File: config.mk
export PLATFORM = sky130hd
export DESIGN_NAME = ca_scroll_renderer
export DESIGN_NICKNAME = d
export VERILOG_FILES = /design/src/rtl/ca_scroll_renderer.sv
export SDC_FILE = /design/constraint.sdc
export NUM_CORES = 1
export LEC_CHECK = 0
export CAP_MARGIN = 10
export CORE_MARGIN = 2
export CORE_UTILIZATION = 45
export CTS_BUF_LIST = sky130_fd_sc_hd__clkbuf_8
export DETAILED_ROUTE_END_ITERATION = 7
export SYNTH_ARGS = -nofsm -noshare
export SYNTH_HDL_FRONTEND = slang
export SYNTH_SLANG_ARGS = --single-unit
File: constraint.sdc
create_clock -name clk -period 2.3 [get_ports clk]
set_input_delay 0.345 -clock clk [delete_from_list [all_inputs] [get_ports clk]]
set_output_delay 0.345 -clock clk [all_outputs]
set_load 0.01 [all_outputs]
File: src/rtl/ca_scroll_renderer.sv
// ca_scroll_renderer
//   1-D elementary cellular-automaton renderer for the TinyVGA output path.
//   Each cell row of the screen shows one generation; row 0 of a frame holds
//   the frame's base generation and every following cell row is one step on.
//   Two runtime rules alternate every 2^RULE_LOG generations, each with its
//   own live-cell colour. The base row is either a single centre cell or
//   LFSR noise, and can scroll forward one generation per frame.
//
// Ports
//   clk           pixel clock
//   rst_n         synchronous active-low reset
//   pix_x, pix_y  beam position from hvsync_generator
//   video_active  display-on from hvsync_generator
//   rule_a/b      Wolfram rules for even/odd rule periods
//   color_a/b     RRGGBB live-cell colours for rule_a/rule_b
//   cfg_rand      1 = LFSR seed, 0 = single centre cell
//   cfg_wrap      1 = toroidal neighbours, 0 = outside cells read 0
//   cfg_scroll    1 = advance the base row by one generation per frame
//   restart       request a reseed at the next frame start
//   rgb           registered RRGGBB pixel (one clock after pix_x/pix_y)
//   gen           generation number of row 0 of the current frame
module ca_scroll_renderer #(
    parameter int          H_ACTIVE  = 640,
    parameter int          V_ACTIVE  = 480,
    parameter int          GRID_W    = 100,
    parameter int          LOG_CELL  = 2,
    parameter int          RULE_LOG  = 5,
    parameter logic [15:0] LFSR_SEED = 16'hACE1
) (
    input  logic        clk,
    input  logic        rst_n,
    input  logic [9:0]  pix_x,
    input  logic [9:0]  pix_y,
    input  logic        video_active,
    input  logic [7:0]  rule_a,
    input  logic [7:0]  rule_b,
    input  logic [5:0]  color_a,
    input  logic [5:0]  color_b,
    input  logic        cfg_rand,
    input  logic        cfg_wrap,
    input  logic        cfg_scroll,
    input  logic        restart,
    output logic [5:0]  rgb,
    output logic [15:0] gen
);

    localparam int CELL = 1 << LOG_CELL;
    localparam int PAD  = (H_ACTIVE - GRID_W * CELL) / 2;
    localparam int IDXW = $clog2(GRID_W);

    localparam logic [9:0]        PAD_X    = 10'(PAD);
    localparam logic [9:0]        H_END    = 10'(H_ACTIVE);
    localparam logic [9:0]        V_FS     = 10'(V_ACTIVE);
    localparam logic [9:0]        V_LOAD   = 10'(V_ACTIVE + 1);
    localparam logic [9:0]        GRID_W10 = 10'(GRID_W);
    localparam logic [IDXW-1:0]   LAST_IDX = IDXW'(GRID_W - 1);
    localparam logic [GRID_W-1:0] ONE      = GRID_W'(1);
    localparam logic [GRID_W-1:0] CENTRE   = ONE << (GRID_W / 2);

    // One generation step. lv[i]/rv[i] are the left/right neighbours of
    // cell i; the edge bits come from the far end only when wrapping.
    function automatic logic [GRID_W-1:0] ca_step(
        input logic [GRID_W-1:0] c,
        input logic [7:0]        rule,
        input logic              wrap
    );
        logic [GRID_W-1:0] lv;
        logic [GRID_W-1:0] rv;
        logic [GRID_W-1:0] n;
        lv = {c[GRID_W-2:0], wrap & c[GRID_W-1]};
        rv = {wrap & c[0], c[GRID_W-1:1]};
        for (int i = 0; i < GRID_W; i++) begin
            n[i] = rule[{lv[i], c[i], rv[i]}];
        end
        return n;
    endfunction

    typedef enum logic {S_IDLE, S_SEED} state_t;

    state_t            state;
    state_t            state_nxt;
    logic [IDXW-1:0]   seed_idx;
    logic              seed_wr;
    logic [IDXW-1:0]   seed_at;

    logic [GRID_W-1:0] cur;
    logic [GRID_W-1:0] base;
    logic [GRID_W-1:0] nxt;
    logic [15:0]       gen_row;
    logic              seed_pending;
    logic [15:0]       lfsr;

    // cfg_rand and cfg_scroll are only consulted at frame start itself, the
    // instant they would be latched, so they need no shadow copy.
    logic [7:0]        sh_rule_a;
    logic [7:0]        sh_rule_b;
    logic [5:0]        sh_color_a;
    logic [5:0]        sh_color_b;
    logic              sh_wrap;

    logic [9:0]        x_off;
    logic [9:0]        cell_x;
    logic [IDXW-1:0]   cell_idx;
    logic              in_grid;
    logic              lit;
    logic              row_zero;
    logic              fs;
    logic              load_row;
    logic              ra;
    logic              reseed;
    logic              seed_go;
    logic              rule_sel;
    logic [7:0]        step_rule;
    logic [5:0]        live_color;
    logic [GRID_W-1:0] cur_step;
    logic [GRID_W-1:0] seed_mask;
    logic              lfsr_fb;

    assign x_off    = pix_x - PAD_X;
    assign cell_x   = x_off >> LOG_CELL;
    assign cell_idx = cell_x[IDXW-1:0];
    assign in_grid  = video_active & (pix_x >= PAD_X) & (cell_x < GRID_W10);
    assign lit      = in_grid & cur[cell_idx];
    assign row_zero = (pix_y >> LOG_CELL) == 10'd0;

    assign fs       = (pix_y == V_FS) & (pix_x == 10'd0);
    assign load_row = (pix_y == V_LOAD) & (pix_x == 10'd0);
    assign ra       = (pix_x == H_END) & (pix_y < V_FS) & (&pix_y[LOG_CELL-1:0]);

    assign reseed   = fs & (seed_pending | restart);
    assign seed_go  = reseed & cfg_rand;

    // Odd rule periods of the generation being shown/stepped use rule_b.
    assign rule_sel   = gen_row[RULE_LOG];
    assign step_rule  = rule_sel ? sh_rule_b : sh_rule_a;
    assign live_color = rule_sel ? sh_color_b : sh_color_a;
    assign cur_step   = ca_step(cur, step_rule, sh_wrap);

    // Fibonacci LFSR x^16+x^14+x^13+x^11+1, shifting right; output is bit 0.
    assign lfsr_fb = lfsr[0] ^ lfsr[2] ^ lfsr[3] ^ lfsr[5];

    assign seed_mask = ONE << seed_at;

    // Seed FSM: state register.
    always_ff @(posedge clk) begin
        if (!rst_n) begin
            state <= S_IDLE;
        end else begin
            state <= state_nxt;
        end
    end

    // Seed FSM: next state. The FS cycle itself writes cell 0, SEED then
    // fills cells 1..GRID_W-1 on consecutive clocks.
    always_comb begin
        state_nxt = state;
        case (state)
            S_IDLE:  if (seed_go) state_nxt = S_SEED;
            S_SEED:  if (seed_idx == LAST_IDX) state_nxt = S_IDLE;
            default: state_nxt = S_IDLE;
        endcase
    end

    // Seed FSM: outputs.
    always_comb begin
        seed_wr = 1'b0;
        seed_at = '0;
        case (state)
            S_IDLE: begin
                seed_wr = seed_go;
                seed_at = '0;
            end
            S_SEED: begin
                seed_wr = 1'b1;
                seed_at = seed_idx;
            end
            default: begin
                seed_wr = 1'b0;
                seed_at = '0;
            end
        endcase
    end

    always_ff @(posedge clk) begin
        if (!rst_n) begin
            seed_idx <= IDXW'(1);
        end else if (state == S_IDLE) begin
            seed_idx <= IDXW'(1);
        end else begin
            seed_idx <= seed_idx + IDXW'(1);
        end
    end

    always_ff @(posedge clk) begin
        if (!rst_n) begin
            rgb          <= 6'd0;
            gen          <= 16'd0;
            gen_row      <= 16'd0;
            cur          <= '0;
            base         <= '0;
            nxt          <= '0;
            seed_pending <= 1'b1;
            lfsr         <= LFSR_SEED;
            sh_rule_a    <= 8'd0;
            sh_rule_b    <= 8'd0;
            sh_color_a   <= 6'd0;
            sh_color_b   <= 6'd0;
            sh_wrap      <= 1'b0;
        end else begin
            lfsr <= {lfsr_fb, lfsr[15:1]};

            if (fs) begin
                sh_rule_a  <= rule_a;
                sh_rule_b  <= rule_b;
                sh_color_a <= color_a;
                sh_color_b <= color_b;
                sh_wrap    <= cfg_wrap;
            end

            // Frame-start base update: reseed beats scroll.
            if (reseed) begin
                gen <= 16'd0;
                if (!cfg_rand) begin
                    base <= CENTRE;
                end
            end else if (fs & cfg_scroll) begin
                base <= nxt;
                gen  <= gen + 16'd1;
            end

            if (seed_wr) begin
                base <= (base & ~seed_mask) | (lfsr[0] ? seed_mask : '0);
            end

            // A restart outside FS (including during SEED) waits for the next FS.
            if (reseed) begin
                seed_pending <= 1'b0;
            end else if (restart) begin
                seed_pending <= 1'b1;
            end

            if (load_row) begin
                cur     <= base;
                gen_row <= gen;
            end else if (ra) begin
                cur     <= cur_step;
                gen_row <= gen_row + 16'd1;
            end

            // Stepping out of cell row 0 yields next frame's scrolled base.
            if (ra & row_zero) begin
                nxt <= cur_step;
            end

            rgb <= lit ? live_color : 6'd0;
        end
    end

endmodule
==> metrics.yaml, run 1 <==
run_status:
  outcome: "completed"
synthesis:
  synth-seq-cells: 382
  synth_area_sq_um: 23500
  asyncSetResetFlopFracSynth: 0
  synth.avg_cell_area_sq_um: 8.32
  synth-seq-area-share: 0.325
  synth_cell_type_count: 71
  synth_largest_type_area_fraction: 0.325
  yosys_warnings: 0
  ys_dominant_reg_cell: "sky130_fd_sc_hd__dfxtp_1"
  number_of_synthesized_flops_with_an_enable_pin: 0
  synth.top_cells.by_area: "sky130_fd_sc_hd__dfxtp_1, sky130_fd_sc_hd__mux4_2, sky130_fd_sc_hd__nand2_1"
  syn-num-nets: 2888
  synth_top_area_cell: "sky130_fd_sc_hd__dfxtp_1"
  synth_cells: 2829
setup_path:
  total_number_of_cells_along_the_worst_setup_path: 7
  critPathRequiredTime_ns: 2.85
  worstSetupStartpoint: "state"
  cp_data_arrival_time_ns: 2.80
  worstSetupStartpointType: "flop"
  cp_top_family: "simple AND/OR/NAND/NOR gates"
  critical_path.slowest_cell: "sky130_fd_sc_hd__dfxtp_1"
  startpoint_of_the_lowest_slack_register_to_register_path: "state"
  worstSetupPathType: "flop to flop"
  critPathCaptureType: "flop"
  crit_path_max_fanout: 21
  critical_path_cell_by_cell: "buf_12 -> nand2_1 -> nor2_1 -> nand2_1 -> nor2_1 -> a21oi_1 -> a211oi_1"
  slowest_delay_ns: 0.46
  worst-r2r-cell-count: 7
  critPathBufInv: 1
  timing.reg2reg.setup_slack_ns: 0.06
cts:
  cts-root-buf: "sky130_fd_sc_hd__clkbuf_8"
  cts.htree.levels: 3
  cts_tree: "yes"
  clock_sinks: 382
  cts_max_path_buffers: 3
  cts_inserted_buffers: 71
  path_clk_slew_ns: 0.06
  latest_clock_arrival_within_the_worst_skew_pair_ns: 0.68
route:
  route.final.wire_length_mm: 89.3
  routed_via_density: 6.39
  drt-wirelength-per-cell_um: 24.2
  route.vias.total: 23600
  drt_iter0_drc: 2863
  ant_nets: 0
  remaining_drc_errors: 0
  drtPass1Iterations: 6
grt:
  global_route.usage.total: 0.322
  globalRouteMet2Util: 0.492
  vias_in_the_first_global_route: 22400
  wire_length_of_the_first_global_routing_pass_mm: 134
  grt_max_degree: 101
  met3_demand_to_capacity_share_in_global_routing: 0.0749
  globalRoute.busiestLayer: "met2"
  grt_overflow_total: 0
  number_of_antenna_violations_at_the_first_check_in_global_routing: 4
  gr-usage-met1: 0.434
run:
  drv.max_cap_violation_count: 0
die:
  initial_core_util: 0.457
  fp.dieArea_sq_um: 54200
  ios: 77
  chipHeight_um: 233
  die_width_um: 233
  design.core.area_sq_um: 51500
  core.rowCount: 83
pwr:
  power.static_leakage_nw: 9.05
  vdd_drop_max_uv: 624
  report.power.total_w: 0.0139
  total_power_per_unit_cell_area_nw_per_um2: 485
place:
  post-dp-hpwl_mm: 58.4
  place_congestion: 0.933
  port_buffers: 76
cells_and_area:
  fillCellCount: 4728
  final_layout_size_suffix_gt1_frac: 0.232
  layout_common_cells: "sky130_fd_sc_hd__nand2_1, sky130_fd_sc_hd__dfxtp_1, sky130_fd_sc_hd__a21oi_1"
  seq_area_sq_um: 7650
  num-nets-final: 3023
  area_growth_pct: 21.4
  total_area_of_multi_input_combinational_cells_sq_um: 14700
  most_common_cell_after_layout_fill_and_taps_aside: "sky130_fd_sc_hd__nand2_1"
sta:
  timing.final.setup_violations: 0
  max_slew_margin: 0.579
  post-route-period-util: 0.975
  max_slew_violations: 0
  rsz0062_at_grt: "false"
  report.final.hold_viol_count: 0
  f_max_ghz: 0.446
  worstMarginPinSlew_ns: 0.613
  finalCriticalPeriod_ns: 2.24
  timing.clock.skew_ns: 0.0407
  setup-tns-final_ns: 0
min_path:
  worst_hold_path_type: "input port to flop"
==> power by group <==
group	leakage (nW)	switching (W)	internal [W]
Sequential	3.08	0.00000683	0.00664
Clock	0.778	0.00308	0.00360
Combinational	5.20	0.000300	0.000244
==> metrics by stage <==
| step | worst slack [ns] | cells | util | hold WS, ns | cell area (sq um) |
|---|---|---|---|---|---|
| after floorplan | 0.142 | 2829 | - | 0.386 | 23500 |
| after global placement | -0.545 | 3554 | 0.522 | 0.393 | 26900 |
| after detailed placement | -0.631 | 3554 | 0.522 | 0.393 | 26900 |
| after CTS | 0.00372 | 3673 | 0.550 | 0.183 | 28300 |
| after global routing | 0.0176 | 3691 | 0.555 | 0.202 | 28600 |
| final | 0.0582 | 3692 | 0.555 | 0.222 | 28600 |
==> what timing repair did <==
action	in CTS	in global routing
buffers inserted	0	8
resized for setup	0	10
endpoints found under the setup margin	0	156
endpoints found under the hold margin	3	0
hold buffers	1	0
==> area by class of cell <==
class / count / share of cell area
clock buffers: 89 / 0.0429
flip-flops and latches: 382 / 0.268
multi-input cells: 2083 / 0.513
inverters: 13 / 0.00197
repair buffers: 413 / 0.138
clock inverters: 29 / 0.00617
well taps: 680 / 0.0298
diodes: 3 / 0.000263
==> cells in the mapped netlist, drive strengths merged, types with 16 or more instances <==
cell and instances:
nand2 655, dfxtp 382, a21oi 360, clkbuf 289, nor2 229, mux4 213
a31oi 105, o21ai 74, buf 69, a22oi 63, a211oi 52, mux2i 46
a311oi 33, nor3 32, nand3 26, and2 21, or3 16
==> worst min-delay path, delay by kind of cell <==
kind	cells	cell delay, ns
AO/OA/AOI/OAI	1	0.05
AND/OR/NAND/NOR	1	0.06
buffers and inverters	1	0.40
==> cell families after synthesis <==
kind of cell    synth area share
compound gates             0.188
mux                        0.225
fa+ha+maj                0.00213
xor+xnor                 0.00781
simple gates               0.188
buf+inv                   0.0645
flops                      0.325
==> layer usage <==
metal  vias to the layer above  part of all wire
li1                      10500                 -
met1                     11500              0.40
met2                      1304              0.44
met3                       266              0.11
met4                         4             0.046
met5                         -           0.00028
==> worst min path at each step <==
stage	startpoint	endpoint	cells past startpoint	slack, ns
after floorplan	lfsr[1]	lfsr[0]	1	0.39
after global placement	lfsr[8]	lfsr[7]	1	0.39
after detailed placement	lfsr[6]	lfsr[5]	1	0.39
after CTS	color_b[5]	sh_color_b[5]	3	0.18
after global routing	color_a[3]	sh_color_a[3]	3	0.20
final	color_b[3]	sh_color_b[3]	3	0.22
Note: power is estimated with default switching activity, not from simulation.
==> inputs of run 2 (changes only) <==
--- a/config.mk
+++ b/config.mk
@@ -10,6 +10,7 @@
 export CORE_UTILIZATION = 45
 export CTS_BUF_LIST = sky130_fd_sc_hd__clkbuf_8
 export DETAILED_ROUTE_END_ITERATION = 7
+export SETUP_SLACK_MARGIN = 0.4
 export SYNTH_ARGS = -nofsm -noshare
 export SYNTH_HDL_FRONTEND = slang
 export SYNTH_SLANG_ARGS = --single-unit
==> run 2 against run 1 <==
Against the previous run: register-to-register slack better by 0.05 ns; total power increased by 1.6%; clock-buffer cell count is 1 higher; clock skew increased by 0.0043 ns; final cell count rose by 2.3%; combinational power rose by 7.0%; hold slack gained 0.0073 ns; sequential share of layout area down 1.9 points; critical path type unchanged.
==> metrics.yaml, run 2 (synthesized netlist as in run 1, its figures left out) <==
sta:
  f_max_ghz: 0.457
  final.hold.worst_slack_ns: 0.230
  post-route-period-util: 0.952
  timing.clock.skew_ns: 0.0450
  report.final.hold_viol_count: 0
  max_slew_violations: 0
  worstMarginPinSlew_ns: 0.649
  rsz0062_at_grt: "true"
  finalCriticalPeriod_ns: 2.19
  max_slew_margin: 0.567
  timing.final.setup_violations: 0
route:
  remaining_drc_errors: 0
  ant_nets: 0
  drt-wirelength-per-cell_um: 25.4
  drtPass1Iterations: 8
  route.final.wire_length_mm: 95.9
  drt_iter0_drc: 3000
  route.vias.total: 24500
  routed_via_density: 6.48
grt:
  number_of_antenna_violations_at_the_first_check_in_global_routing: 3
  wire_length_of_the_first_global_routing_pass_mm: 138
  global_route.usage.total: 0.332
  grt_overflow_total: 0
  vias_in_the_first_global_route: 23300
  grt_max_degree: 101
cts:
  path_clk_slew_ns: 0.06
  cts.htree.levels: 3
  latest_clock_arrival_within_the_worst_skew_pair_ns: 0.69
  clock_sinks: 382
  cts-root-buf: "sky130_fd_sc_hd__clkbuf_8"
  cts_tree: "yes"
  cts_max_path_buffers: 3
  cts_inserted_buffers: 71
setup_path:
  worstSetupPathType: "flop to flop"
  critPathCaptureType: "flop"
  critPathRequiredTime_ns: 2.88
  startpoint_of_the_lowest_slack_register_to_register_path: "gen_row[5]"
  crit_path_max_fanout: 6
  worstSetupStartpoint: "gen_row[5]"
  worstSetupStartpointType: "flop"
  cp_data_arrival_time_ns: 2.77
min_path:
  worst_hold_path_type: "input port to flop"
  hold_path_startpoint: "rule_a[1]"
die:
  design.core.area_sq_um: 51500
  fp.dieArea_sq_um: 54200
  core.rowCount: 83
  ios: 77
  die_width_um: 233
  chipHeight_um: 233
  initial_core_util: 0.457
cells_and_area:
  final_layout_size_suffix_gt1_frac: 0.342
  utilization: 0.600
  layout_common_cells: "sky130_fd_sc_hd__nand2_1, sky130_fd_sc_hd__dfxtp_1, sky130_fd_sc_hd__buf_4"
  fin_cells: 3777
  area_growth_pct: 31.3
  most_common_cell_after_layout_fill_and_taps_aside: "sky130_fd_sc_hd__nand2_1"
  num-nets-final: 3102
run:
  drv.max_cap_violation_count: 0
place:
  place_congestion: 0.922
  port_buffers: 76
  numPlacedInstances: 3581
  post-dp-hpwl_mm: 58.8
pwr:
  report.power.total_w: 0.0141
  total_power_per_unit_cell_area_nw_per_um2: 456
  vdd_drop_max_uv: 316
  power.static_leakage_nw: 10.1
run_status:
  outcome: "completed"
[run 2: cell types whose count changed in the layout (fill, tap and decap cells not counted), sizes merged, moves of 6 or more]
cell	previous run	this run
buf	338	412
dlygate4sd2	0	6
clkbuf	90	103
clkdlybuf4s50	72	48
inv	30	40
dlymetal6s2s	1	19
mux2	11	4
[run 2: worst max-delay path, stage by stage (launching register included)]
cell and delay, ns:
sky130_fd_sc_hd__dfxtp_4 0.36, sky130_fd_sc_hd__buf_4 0.16, sky130_fd_sc_hd__mux2i_4 0.24, sky130_fd_sc_hd__buf_12 0.19
sky130_fd_sc_hd__clkbuf_16 0.18, sky130_fd_sc_hd__mux4_2 0.47, sky130_fd_sc_hd__a21oi_2 0.19, sky130_fd_sc_hd__nand2_1 0.10
sky130_fd_sc_hd__a31oi_1 0.22
[run 2: metrics by stage]
stage | setup WS [ns] | setup TNS [ns] | area, sq um
4_1_cts | 0.230 | 0 | 29200
6_report | 0.110 | 0 | 30900
2_1_floorplan | 0.266 | 0 | 24000
3_5_place_dp | -0.526 | -126.13 | 27300
3_3_place_gp | -0.464 | -112.46 | 27300
5_1_grt | 0.0912 | 0 | 30900
[run 2: area by class of cell]
type | instances | area, sq um
multi-input cells | 2076 | 15700
repair buffers | 499 | 5210
flip-flops and latches | 382 | 7700
fillers | 4533 | 20600
clock buffers | 90 | 1240
clock inverters | 34 | 209
diodes | 3 | 7.51
inverters | 13 | 56.3
well taps | 680 | 851
[run 2: final timing paths]
| check | end | slack (ns) | cells after the start |
|---|---|---|---|
| worst min-delay path | sh_rule_a[1] | 0.23 | 3 |
| worst max register to register | cur[88] | 0.11 | 8 |
| worst max-delay path | cur[88] | 0.11 | 8 |
| worst min register to register | lfsr[5] | 0.41 | 1 |
[run 2: power by group]
part / internal [W] / total (W) / switching (W)
Combinational: 0.000260 / 0.000582 / 0.000322
Clock: 0.00367 / 0.00688 / 0.00321
Sequential: 0.00663 / 0.00664 / 0.00000957
Total: 0.0106 / 0.0141 / 0.00354
[run 2: what timing repair did]
item	4_1_cts	5_1_grt
gates resized for setup	101	281
cloned	2	20
pin swaps	10	143
setup endpoints to repair	338	330
buffers inserted	10	36
hold buffers	1	0
endpoints found under the hold margin	1	0
[run 2: metal layers]
layer | global-route usage | up-vias | wire, um | part of all wire
met5 | 0.00643 | - | 19 | 0.00020
met4 | 0.121 | 4 | 4240 | 0.044
met3 | 0.0724 | 310 | 9900 | 0.10
met2 | 0.522 | 1479 | 43300 | 0.45
met1 | 0.449 | 12100 | 38400 | 0.40
li1 | - | 10600 | - | -
